$ cat src/rtl/mdu.sv
// Iterative RISC-V M-extension multiply/divide unit with valid/ready request and response.
// Define MDU_FAST_MUL_EN to replace the shift-add multiplier with a single-cycle multiplier.
module mdu #(
  parameter  int XLEN = 32,
  localparam int CNTW = $clog2(XLEN) + 1
) (
  input  logic            clk,
  input  logic            rst_b,
  input  logic            flush,
  input  logic            req_valid,
  output logic            req_ready,
  input  logic [2:0]      req_opcode,
  input  logic [XLEN-1:0] req_src1,
  input  logic [XLEN-1:0] req_src2,
  output logic            resp_valid,
  input  logic            resp_ready,
  output logic [XLEN-1:0] resp_result
);
  // Handshake: a request transfers on req_valid & req_ready (IDLE only); a response
  // transfers on resp_valid & resp_ready and resp_result holds until then.
  typedef enum logic [1:0] {IDLE, MUL, DIV, DONE} state_t;

  state_t            state;
  logic [CNTW-1:0]   cnt;
  logic [2:0]        op;
  logic              neg_q;
  logic              neg_r;
  logic [XLEN-1:0]   opb;
  logic [2*XLEN-1:0] acc;

  logic              sgn1_en, sgn2_en, s1, s2;
  logic [XLEN-1:0]   mag1, mag2;
  logic              div_zero, div_ovf, fast_div;
  logic [XLEN-1:0]   fast_div_res;

  assign req_ready = (state == IDLE);

  assign sgn1_en = (req_opcode == 3'b001) || (req_opcode == 3'b010) ||
                   (req_opcode == 3'b100) || (req_opcode == 3'b110);
  assign sgn2_en = (req_opcode == 3'b001) || (req_opcode == 3'b100) || (req_opcode == 3'b110);
  assign s1      = sgn1_en & req_src1[XLEN-1];
  assign s2      = sgn2_en & req_src2[XLEN-1];
  assign mag1    = s1 ? -req_src1 : req_src1;
  assign mag2    = s2 ? -req_src2 : req_src2;

  assign div_zero = (req_src2 == '0);
  assign div_ovf  = ~req_opcode[0] && (req_src1 == {1'b1, {(XLEN-1){1'b0}}}) && (&req_src2);
  assign fast_div = req_opcode[2] & (div_zero | div_ovf);
  assign fast_div_res = div_zero ? (req_opcode[1] ? req_src1 : '1)
                                 : (req_opcode[1] ? '0 : req_src1);

  // Restoring divide: acc holds {remainder, dividend bits still to shift in / quotient}.
  logic [XLEN:0]     div_trial;
  logic [2*XLEN-1:0] div_nxt;
  logic [XLEN-1:0]   div_q, div_r, div_res;
  assign div_trial = {acc[2*XLEN-1:XLEN], acc[XLEN-1]} - {1'b0, opb};
  assign div_nxt   = div_trial[XLEN] ? {acc[2*XLEN-2:0], 1'b0}
                                     : {div_trial[XLEN-1:0], acc[XLEN-2:0], 1'b1};
  assign div_q     = div_nxt[XLEN-1:0];
  assign div_r     = div_nxt[2*XLEN-1:XLEN];
  assign div_res   = op[1] ? (neg_r ? -div_r : div_r) : (neg_q ? -div_q : div_q);

`ifdef MDU_FAST_MUL_EN
  logic [2*XLEN-1:0] ext1, ext2, fprod;
  logic [XLEN-1:0]   fast_mul_res;
  assign ext1  = {{XLEN{s1}}, req_src1};
  assign ext2  = {{XLEN{s2}}, req_src2};
  assign fprod = ext1 * ext2;
  assign fast_mul_res = (req_opcode[1:0] == 2'b00) ? fprod[XLEN-1:0] : fprod[2*XLEN-1:XLEN];
`else
  // Shift-add: acc holds {partial product, multiplier bits not yet consumed}.
  logic [XLEN:0]     mul_sum;
  logic [2*XLEN-1:0] mul_nxt, mul_fix;
  logic [XLEN-1:0]   mul_res;
  assign mul_sum = {1'b0, acc[2*XLEN-1:XLEN]} + (acc[0] ? {1'b0, opb} : '0);
  assign mul_nxt = {mul_sum, acc[XLEN-1:1]};
  assign mul_fix = neg_q ? -mul_nxt : mul_nxt;
  assign mul_res = (op[1:0] == 2'b00) ? mul_fix[XLEN-1:0] : mul_fix[2*XLEN-1:XLEN];
`endif

  always_ff @(posedge clk) begin
    if (!rst_b) begin
      state       <= IDLE;
      cnt         <= '0;
      op          <= '0;
      neg_q       <= 1'b0;
      neg_r       <= 1'b0;
      opb         <= '0;
      acc         <= '0;
      resp_valid  <= 1'b0;
      resp_result <= '0;
    end else if (flush) begin
      state      <= IDLE;
      cnt        <= '0;
      resp_valid <= 1'b0;
    end else begin
      case (state)
        IDLE: if (req_valid) begin
          op    <= req_opcode;
          neg_q <= s1 ^ s2;
          neg_r <= s1;
          cnt   <= CNTW'(XLEN);
          if (req_opcode[2]) begin
            if (fast_div) begin
              state       <= DONE;
              resp_valid  <= 1'b1;
              resp_result <= fast_div_res;
            end else begin
              state <= DIV;
              opb   <= mag2;
              acc   <= {{XLEN{1'b0}}, mag1};
            end
          end else begin
`ifdef MDU_FAST_MUL_EN
            state       <= DONE;
            resp_valid  <= 1'b1;
            resp_result <= fast_mul_res;
`else
            state <= MUL;
            opb   <= mag1;
            acc   <= {{XLEN{1'b0}}, mag2};
`endif
          end
        end
`ifndef MDU_FAST_MUL_EN
        MUL: begin
          acc <= mul_nxt;
          cnt <= cnt - CNTW'(1);
          if (cnt == CNTW'(1)) begin
            state       <= DONE;
            resp_valid  <= 1'b1;
            resp_result <= mul_res;
          end
        end
`endif
        DIV: begin
          acc <= div_nxt;
          cnt <= cnt - CNTW'(1);
          if (cnt == CNTW'(1)) begin
            state       <= DONE;
            resp_valid  <= 1'b1;
            resp_result <= div_res;
          end
        end
        DONE: if (resp_ready) begin
          state      <= IDLE;
          resp_valid <= 1'b0;
        end
        default: state <= IDLE;
      endcase
    end
  end
endmodule

$ cat config.mk
export PLATFORM = sky130hd
export DESIGN_NAME = mdu
export DESIGN_NICKNAME = d
export VERILOG_FILES = /design/src/rtl/mdu.sv
export SDC_FILE = /design/constraint.sdc
export NUM_CORES = 1
export LEC_CHECK = 0
export CAP_MARGIN = 10
export CORE_MARGIN = 3
export CORE_UTILIZATION = 39
export CTS_CLUSTER_SIZE = 30
export DETAILED_ROUTE_END_ITERATION = 8
export GPL_TIMING_DRIVEN = 0
export PLACE_DENSITY = 0.63
export RECOVER_POWER = 50
export SYNTH_ARGS = -nofsm -noshare
export SYNTH_HDL_FRONTEND = slang
export SYNTH_SLANG_ARGS = --single-unit
$ cat constraint.sdc
create_clock -name clk -period 7.2 [get_ports clk]
set_input_delay 1.44 -clock clk [delete_from_list [all_inputs] [get_ports clk]]
set_output_delay 1.44 -clock clk [all_outputs]
set_load 0.02 [all_outputs]
Yosys cells after proc, flatten, opt, wreduce, memory -nomap -nowiden
Index checks and enable logic that the tools add are counted.

word-level totals
  output and inout bits = 34
  bits in read-only memories = 0
  bits of input ports = 72
  latch bits = 0
  memory bits (writable) = 0
  word-level logic and storage cells = 103
  bits in registers = 141
  memories = 0

cells by class
  equality and inequality tests = 18
  reductions and logical operators = 22
  shift-type cells = 0
  multipliers = 0
  $add $sub $neg = 8
  bitwise logic cells = 8
  muxes and demuxes = 38
  magnitude comparators = 0
  divide/modulo/power cells = 0

operators by type and width
  cell                  count
  $mux 32               17
  $mux 64               5
  $pmux 64 s3           1
  $neg 32->32           4
  $pmux 32 s3           1
  $neg 64->64           1
  $add 32x32->33        1
  $sub 33x32->33        1
  $eq 32x32->1 const B  1
  $logic_not 32->1      1
  $reduce_and 32->1     1
  $pmux 6 s2            1
  $ne 2x2->1 const B    5
  $mux 2                4
  $reduce_and 4->1      2
  $reduce_and 7->1      1
  $eq 3x3->1 const B    2
  $eq 6x1->1 const B    1
  $mux 1                6
  $mux 6                1
  $ne 2x1->1 const B    3
  $pmux 2 s3            1
  $reduce_and 3->1      2
  $sub 6x1->6 const B   1
  18 further kinds      30

Depth between registers and ports, before layout
Gate-level depths: netlist of the first run.

  depth after elaboration = 10
  depth in mapped cells = 26
  gate-level depth less buffers = 21

Worst setup path before layout of the first run
OpenSTA, ideal clock, no wires.

  kind = flip-flop to flip-flop
  start point = reg acc[31]
  end point = reg resp_result[28]
  library setup time = 58 ps
  path buffers = 5
  required time = 7,142 ps
  stages on the path, launching flop included = 26
  clock period less this slack = 5,723 ps
  data arrival time = 5,665 ps
  path slack = 1,477 ps
  path through = dfxtp_1 -> clkbuf_1 -> inv_1 -> ha_1 -> inv_1 -> fa_1 -> a211oi_1 -> o211ai_1 -> and3_1 -> o21ai_0 -> o211a_1 -> clkbuf_1 -> buf_1 -> clkbuf_1 -> mux2_2 -> inv_1 -> ha_1 -> inv_1 -> nor4b_1 -> mux2i_1 -> a211o_1 -> or4_1 -> clkbuf_1 -> and2_1 -> a2111oi_0 -> a31o_2

on the way
  longest elaborated chain between the ends = 7
  elaborated cells on any way between the ends = 13
  classes of those cells = add/sub (4); mux (9)

ends and longest elaborated chain
  what                    line  source
  from (decl)             29    logic [2*XLEN-1:0] acc;
  from (signal assigned)  111   acc <= {{XLEN{1'b0}}, mag1};
  from (signal assigned)  121   acc <= {{XLEN{1'b0}}, mag2};
  from (signal assigned)  127   acc <= mul_nxt;
  $sub 33x32->33          56    assign div_trial = {acc[2*XLEN-1:XLEN], acc[XLEN-1]} - {1'b0, opb};
  $mux 64                 57    assign div_nxt = div_trial[XLEN] ? {acc[2*XLEN-2:0], 1'b0}
  $neg 32->32             61    assign div_res = op[1] ? (neg_r ? -div_r : div_r) : (neg_q ? -div_q : div_q);
  $mux 32 (2 in a row)    61
  $mux 32                 139   if (cnt == CNTW'(1)) begin
  $pmux 32 s3 (*)         97    case (state)
  to (signal assigned)    107   resp_result <= fast_div_res;
  to (signal assigned)    132   resp_result <= mul_res;
  to (signal assigned)    142   resp_result <= div_res;
  to (decl)               17    output logic [XLEN-1:0] resp_result

Every way passes the cells marked *; elsewhere a longest branch is shown, timed or not. The select of a mux whose other input is x is not followed.
A chain may end at the register's enable or synchronous reset.

Final worst setup path of the first run
  start point = in req_src2[19]
  end point = reg resp_result[12]

on the way
  longest elaborated chain between the ends = 6
  elaborated cells on any way between the ends = 12
  classes of those cells = eq/ne (1); mux (5); bitwise (2); reduce/logical (4)

ends and longest elaborated chain
  what                                                   line     source
  from (decl)                                            14       input logic [XLEN-1:0] req_src2,
  $logic_not 32->1 or $reduce_and 32->1 (tied branches)  46, 47
  $mux 32 or $logic_and 1x1->1 (tied branches)           49, 47
  $mux 32 or $or 1x1->1 (tied branches)                  104, 48
  $mux 32 or $and 1x1->1 (tied branches)                 103, 48
  $mux 32 or $ne 2x1->1 (tied branches)                  n/a
  $pmux 32 s3 or $reduce_and 7->1 (tied branches)        n/a

Several ways; a longest one is shown, not always the timed one. The select of a mux whose other input is x is not followed.

==> results.txt, run 1 <==
H-tree levels - 4
Core footprint - 44,500 um2
Non-Filler Instances - 3,322
Least-Margin Pin Slew - 1.28 ns
Worst-Skew Late Latency - 0.50 ns
Worst Setup Start Kind - input port
Number of antenna violations at the first check in global routing - 3
Die Wd - 219 um
Number of synthesized flops with an enable pin - 0
DR vias/cell - 6.65
Top FF cell, synth - dfxtp_1
M1 wire length - 41,500 um
Post-route clock period utilization - 97.9%
Asr flop ratio synth - 0%
Unrepaired setup endpoints after global routing - no
CTS root buf - clkbuf_16
TritonCTS buffer count - 17
Largest net degree at the start of global routing - 20
First-pass GRT wire length - 143,000 um
Clock tree from TritonCTS - yes
Min Tclk post-route - 7.05 ns
Post-synthesis sequential area ratio - 15.9%
# rows - 77
Cell Count Post-Placement - 3,290
All-Layer GR Usage - 40.9%
Status - finished, final reports clean
Post-CTS Repair Setup Buffers - 0
HPWL Detailed - 82,100 um
Die Y - 219 um
DIE AREA - 48,000 um2
Mean routed wirelength per cell - 30.1 um
Synthesized Nets - 2,745
Distinct cells, synth - 89
Yosys warning total - 0
LEAKAGE - 7.31 nW
DR top layer - met4
I/O pin count - 106
Final setup fails - 0
Layout cell share with drive strength beyond 1 - 3.92%
Max Fclk - 142 MHz
Synth top area share - 15.9%
Clock Skew - 0.0184 ns
Worst setup path category - in2reg
Critical-path maximum fanout - 10
Synthesized flop and latch total - 141
Post-synth design cell area - 17,700 um2
Routability cong. - 1.08
Max rail drop VDD - 0.149 mV
Mean Syn Cell Area - 6.83 um2
# fillers - 4,769
Final Max Tran Viols - 0
Critical path capture point type - flop
WHS - 0.456 ns
Post-route ant nets - 0
Hold_buf cts - 0
CP Data Arrival Time - 7.36 ns
DR WL met2 - 43,400 um
Pwr Density - 157 nW/um2
Mapped Cells - 2,594
CP required - 7.52 ns
# port buffers - 103
Total grt overflow - 0
Pwr Total - 3.17 mW
Most frequent cells in the layout - nor2_1 (316), nand2_1 (265), a21oi_1 (189)
Routed wire length on met3 - 9680 um
Final Hold Fails - 0
Worst hold path type - reg2reg
Top area cells in the synthesized netlist - dfxtp_1 (16%), nor2_1 (6.7%), xnor2_1 (5.8%)
Vias in the first global route - 20,600
Setup WS pre-CTS - -0.969 ns
Reg2reg setup slack - 0.15 ns
Layout area overhead - 13.6%
Drc violations - 0
Initial DRC count - 3,188
Max_cap viols - 0
Register Area - 2820 um2
Area occupied by multi-input gates - 13,800 um2
DR vias - 22,100
CTS Sinks - 141
Initial Util - 39.8%
Clock-pin slew on the worst setup and hold paths - 0.07 ns
Clock Path Buffers - 2
Largest area contributor in the netlist - dfxtp_1
Rel. slew slack - 12.3%
Leading cell type in the layout, fill and taps excluded - nor2_1
Layout Nets - 2,867
WL final - 100,000 um
Final worst slack - 0.151 ns
Pre-antenna DRT Iters - 6
Setup TNS - 0 ns
state kept, by name, summed over array words and instances (netlist names):
name,flops
acc,64
opb,32
resp_result,32
cnt,6
op,2
state,2
neg_q,1
neg_r,1
resp_valid,1
cells by family (layout without fill, tap and decap cells):
| group | after synthesis | after routing | share of synthesized area [%] |
|---|---|---|---|
| compound gates | 851 | 851 | 32.1 |
| simple gates | 965 | 965 | 25.9 |
| mux | 51 | 51 | 2.94 |
| other cells | 0 | 1 | 0 |
| fa+ha+maj | 105 | 105 | 7.13 |
| flops | 141 | 141 | 15.9 |
| buf+inv | 284 | 419 | 6.27 |
| xor+xnor | 197 | 197 | 9.74 |
critical path, stage by stage:
cell and delay (ns):
clkdlybuf4s50_1 0.49, or4_1 0.60, or3_1 0.41, nor4_1 0.65, and3_1 0.27, clkbuf_1 0.38, o21ai_1 0.33, a21oi_1 1.03
nand2_1 0.50, a2111oi_0 1.12, nor4_1 0.13
through the flow:
stage | area [um2] | utilization, %
6_report | 20100 | 45.2
5_1_grt | 20100 | 45.2
4_1_cts | 20100 | 45.2
3_5_place_dp | 19500 | 43.8
3_3_place_gp | 19500 | 43.8
2_1_floorplan | 17700 | -
cells in the mapped netlist (all sizes together) (9+ instances only):
cell type,count
nand2b,14
nand2,265
clkbuf,163
o221ai,13
a21o,25
a221oi,18
nor2,316
a311oi,20
a31o,9
o22ai,19
nor3,79
nand4,31
o41ai,14
nor4,35
nand3,50
maj3,26
a211oi,62
a22o,24
xnor2,117
a31oi,23
and4,12
o211ai,49
ha,77
or3,36
a2111oi,10
inv,84
and2,21
and3,17
or2,24
o211a,10
o2111ai,9
o31ai,42
or4,31
o21a,19
mux2i,43
a22oi,43
xor2,80
o21ai,185
a21oi,189
dfxtp,141
buf,32
cell type report:
type / count / area share, %
Tap cell: 592 / 3.68
Inverter: 89 / 1.66
Sequential cell: 141 / 14.0
Buffer: 193 / 3.87
Timing Repair Buffer: 105 / 5.17
Clock inverter: 15 / 0.951
Multi-Input combinational cell: 2169 / 68.5
Antenna cell: 1 / 0.0124
Clock buffer: 17 / 2.11
report_power, final:
group          leakage, nW  total (mW)  internal [mW]  switching, mW
logic                 5.87        1.37          0.406          0.962
registers             1.15       0.848          0.817         0.0316
clock network        0.300       0.949          0.472          0.477
layer usage:
metal	GRT usage (%)	up-vias
li1	-	9835
met3	7.77	230
met5	0	-
met4	20.3	0
met1	54.9	10700
met2	62.8	1366
what timing repair did:
| item | 4_1_cts | 5_1_grt |
|---|---|---|
| gates cloned | 0 | 0 |
| setup endpoints to repair | 6 | 3 |
| resized for setup | 5 | 5 |
| endpoints found under the hold margin | 0 | 0 |
worst paths after layout:
path	startpoint	to	cells past startpoint
worst min register to register	resp_result[16]$_SDFFE_PN0P_	resp_result[16]$_SDFFE_PN0P_	2
worst max-delay path	req_src2[19]	resp_result[12]$_SDFFE_PN0P_	11
worst max register to register	acc[31]$_SDFFE_PN0P_	resp_result[28]$_SDFFE_PN0P_	25
worst min-delay path	resp_result[16]$_SDFFE_PN0P_	resp_result[16]$_SDFFE_PN0P_	2
Note: power is estimated with default switching activity, not from simulation.
==> run 2: changes to the inputs <==
--- a/config.mk
+++ b/config.mk
@@ -13,4 +13,4 @@
 export GPL_TIMING_DRIVEN = 0
+export HOLD_SLACK_MARGIN = 0.05
 export PLACE_DENSITY = 0.63
-export RECOVER_POWER = 50
 export SYNTH_ARGS = -nofsm -noshare
==> constraint.sdc (replaced) <==
create_clock -name clk -period 7.2 [get_ports clk]
set_input_delay 2.16 -clock clk [delete_from_list [all_inputs] [get_ports clk]]
set_output_delay 2.16 -clock clk [all_outputs]
set_load 0.02 [all_outputs]
==> run 2 against run 1 <==
Effect of this change:
- die area unchanged
- sequential power about the same
- highest routed layer unchanged
- fmax increased by 1.5%
- final cell count about the same
- first-iteration DRC count decreased by 11%
- clock skew decreased by 0.0013 ns
- sequential share of layout area about the same
- register-to-register slack improved by 0.10 ns
==> results.txt, run 2 (synthesis results as in run 1) <==
Status - finished, final reports clean
Post-route ant nets - 0 (unchanged)
LEAKAGE - 7.21 nW (-1.5%)
Leading cell type in the layout, fill and taps excluded - nor2_1
Clock-pin slew on the worst setup and hold paths - 0.07 ns (about the same)
Drc violations - 0 (unchanged)
Reg2Reg Depth - 25 (unchanged)
Setup TNS - 0 ns (unchanged)
Most flops, register - acc
Post-CTS Repair Setup Buffers - 0 (unchanged)
Core footprint - 44,500 um2 (unchanged)
H-tree levels - 4 (unchanged)
First-pass GRT wire length - 143,000 um (unchanged)
Setup WS pre-CTS - -0.969 ns (unchanged)
Critical-path maximum fanout - 19 (+9)
Rel. slew slack - 16.3% (+3.9 points)
Final Hold Fails - 0 (unchanged)
DIE AREA - 48,000 um2 (unchanged)
Least-Margin Pin Slew - 1.25 ns (-0.0353 ns)
Post-route clock period utilization - 96.5% (-1.4 points)
WHS - 0.460 ns (+0.00455 ns)
I/O pin count - 106 (unchanged)
Routability cong. - 1.08 (unchanged)
HPWL Detailed - 82,100 um (unchanged)
CTS Sinks - 141 (unchanged)
Cell Count Post-Placement - 3,290 (unchanged)
Layout cell share with drive strength beyond 1 - 4.03% (+0.11 points)
Unrepaired setup endpoints after global routing - no
Mean routed wirelength per cell - 30.2 um (+0.13%)
P_sw - 1.47 mW (about the same)
CP required - 7.64 ns (+0.12 ns)
Pre-antenna DRT Iters - 7 (+1)
Max Fclk - 144 MHz (+1.5%)
Sw frac - 46.4% (about the same)
DR vias - 22,100 (+0.041%)
Worst hold path type - reg2reg
Largest net degree at the start of global routing - 20 (unchanged)
Max_cap viols - 0 (unchanged)
Worst-Skew Late Latency - 0.50 ns (about the same)
CTS root buf - clkbuf_16
Die Wd - 219 um (unchanged)
# port buffers - 103 (unchanged)
Non-Filler Instances - 3,321 (-0.030%)
Clock tree from TritonCTS - yes
Clock Path Buffers - 2 (unchanged)
Pwr Density - 157 nW/um2 (about the same)
Number of antenna violations at the first check in global routing - 3 (unchanged)
Ant. Diodes - 0 (-1)
Final setup fails - 0 (unchanged)
# rows - 77 (unchanged)
Initial DRC count - 2,851 (-11%)
Most frequent cells in the layout - nor2_1 (316), nand2_1 (265), a21oi_1 (188)
Layout Nets - 2,867 (unchanged)
Hold_buf cts - 0 (unchanged)
Final Max Tran Viols - 0 (unchanged)
Min Tclk post-route - 6.95 ns (-0.101 ns)
Layout area overhead - 13.7% (about the same)
Internal power - 1.70 mW (+0.16%)
Initial Util - 39.8% (unchanged)
Vias in the first global route - 20,600 (-0.015%)
TritonCTS buffer count - 17 (unchanged)
All-Layer GR Usage - 40.9% (unchanged)
Critical path capture point type - flop
Hold path cells - 2 (unchanged)
Worst setup path category - reg2reg
Post-layout util - 45.3% (about the same)
Flop pwr share - 26.8% (about the same)
CP Data Arrival Time - 7.39 ns (+0.03 ns)
WL final - 100,000 um (+0.10%)
Total grt overflow - 0 (unchanged)
Largest register FFs - 64 (unchanged)
Combinational Power Share - 43.3% (about the same)
Worst Setup Start Kind - flop
Max rail drop VDD - 0.148 mV (-0.59%)
Clock Skew - 0.0171 ns (-0.00131 ns)
Biggest regs - acc: 64 flops, opb: 32 flops, resp_result: 32 flops
DR vias/cell - 6.66 (about the same)
Final worst slack - 0.253 ns (+0.101 ns)
Die Y - 219 um (unchanged)
Clock Power Share - 30.0% (about the same)
-- run 2: changes by cell type in the layout (fill, tap and decap cells not counted), sizes merged --
cell and delta:
diode -1, clkbuf -4, clkdlybuf4s50 +35, dlygate4sd3 -35
buf +4
-- run 2: metal layers --
metal	up-vias	GRT usage (%)	share of wire [%]
li1	9846	-	-
met1	10700	54.9	41
met2	1366	62.8	43
met3	227	7.75	9.4
met4	0	20.3	5.6
met5	-	0	0
-- run 2: path summary, 6_finish.rpt --
kind	startpoint	slack, ns	endpoint
hold reg to reg	resp_result[16]$_SDFFE_PN0P_	0.46	resp_result[16]$_SDFFE_PN0P_
setup reg to reg	acc[31]$_SDFFE_PN0P_	0.25	resp_result[28]$_SDFFE_PN0P_
hold / removal	resp_result[16]$_SDFFE_PN0P_	0.46	resp_result[16]$_SDFFE_PN0P_
setup / recovery	acc[31]$_SDFFE_PN0P_	0.25	resp_result[28]$_SDFFE_PN0P_
-- run 2: critical path: stages (launching register included) --
cell and delay (ns):
dfxtp_1 0.30, clkbuf_1 0.28, inv_1 0.32, ha_1 0.25, inv_1 0.06, fa_1 0.44, a211oi_1 0.37, o211ai_1 0.21
nand3_1 0.22, a21oi_1 0.12, o211a_1 0.27, inv_1 0.16, clkbuf_4 0.34, clkbuf_2 0.37, nor2_1 0.07, a21oi_1 0.17
ha_1 0.25, inv_1 0.08, nor4b_1 0.36, mux2i_1 0.30, a211o_1 0.30, or4_1 0.45, clkbuf_1 0.27, and2_1 0.22
a2111oi_2 0.47, a31o_2 0.22
-- run 2: repair_timing --
action / CTS / global route
pin swaps: 0 / 0
gates resized for setup: 7 / 7
setup endpoints to repair: 8 / 5
endpoints found under the hold margin: 0 / 0
-- run 2: power by group through the flow --
stage                     Combinational, mW  Clock [mW]  Sequential, mW
after floorplan                       0.778           0           0.858
after global placement                 1.31           0           0.862
after detailed placement               1.31           0           0.864
after CTS                              1.31       0.951           0.846
after global routing                   1.43       0.980           0.851
final                                  1.37       0.949           0.848
-- run 2: stage by stage --
step                area [um2]  total power, mW
finish                   20200             3.17
global route             20200             3.26
CTS                      20100             3.11
detailed placement       19500             2.17
global placement         19500             2.17
floorplan                17700             1.64
-- run 2: layout make-up --
type / count / area, um2
tap: 592 / 741
fill: 4766 / 24400
clock inverter: 15 / 191
clock buffer: 17 / 425
timing repair buffer: 105 / 1040
multi-input combinational: 2169 / 13800
sequential: 141 / 2820
buffer: 193 / 779
inverter: 89 / 334
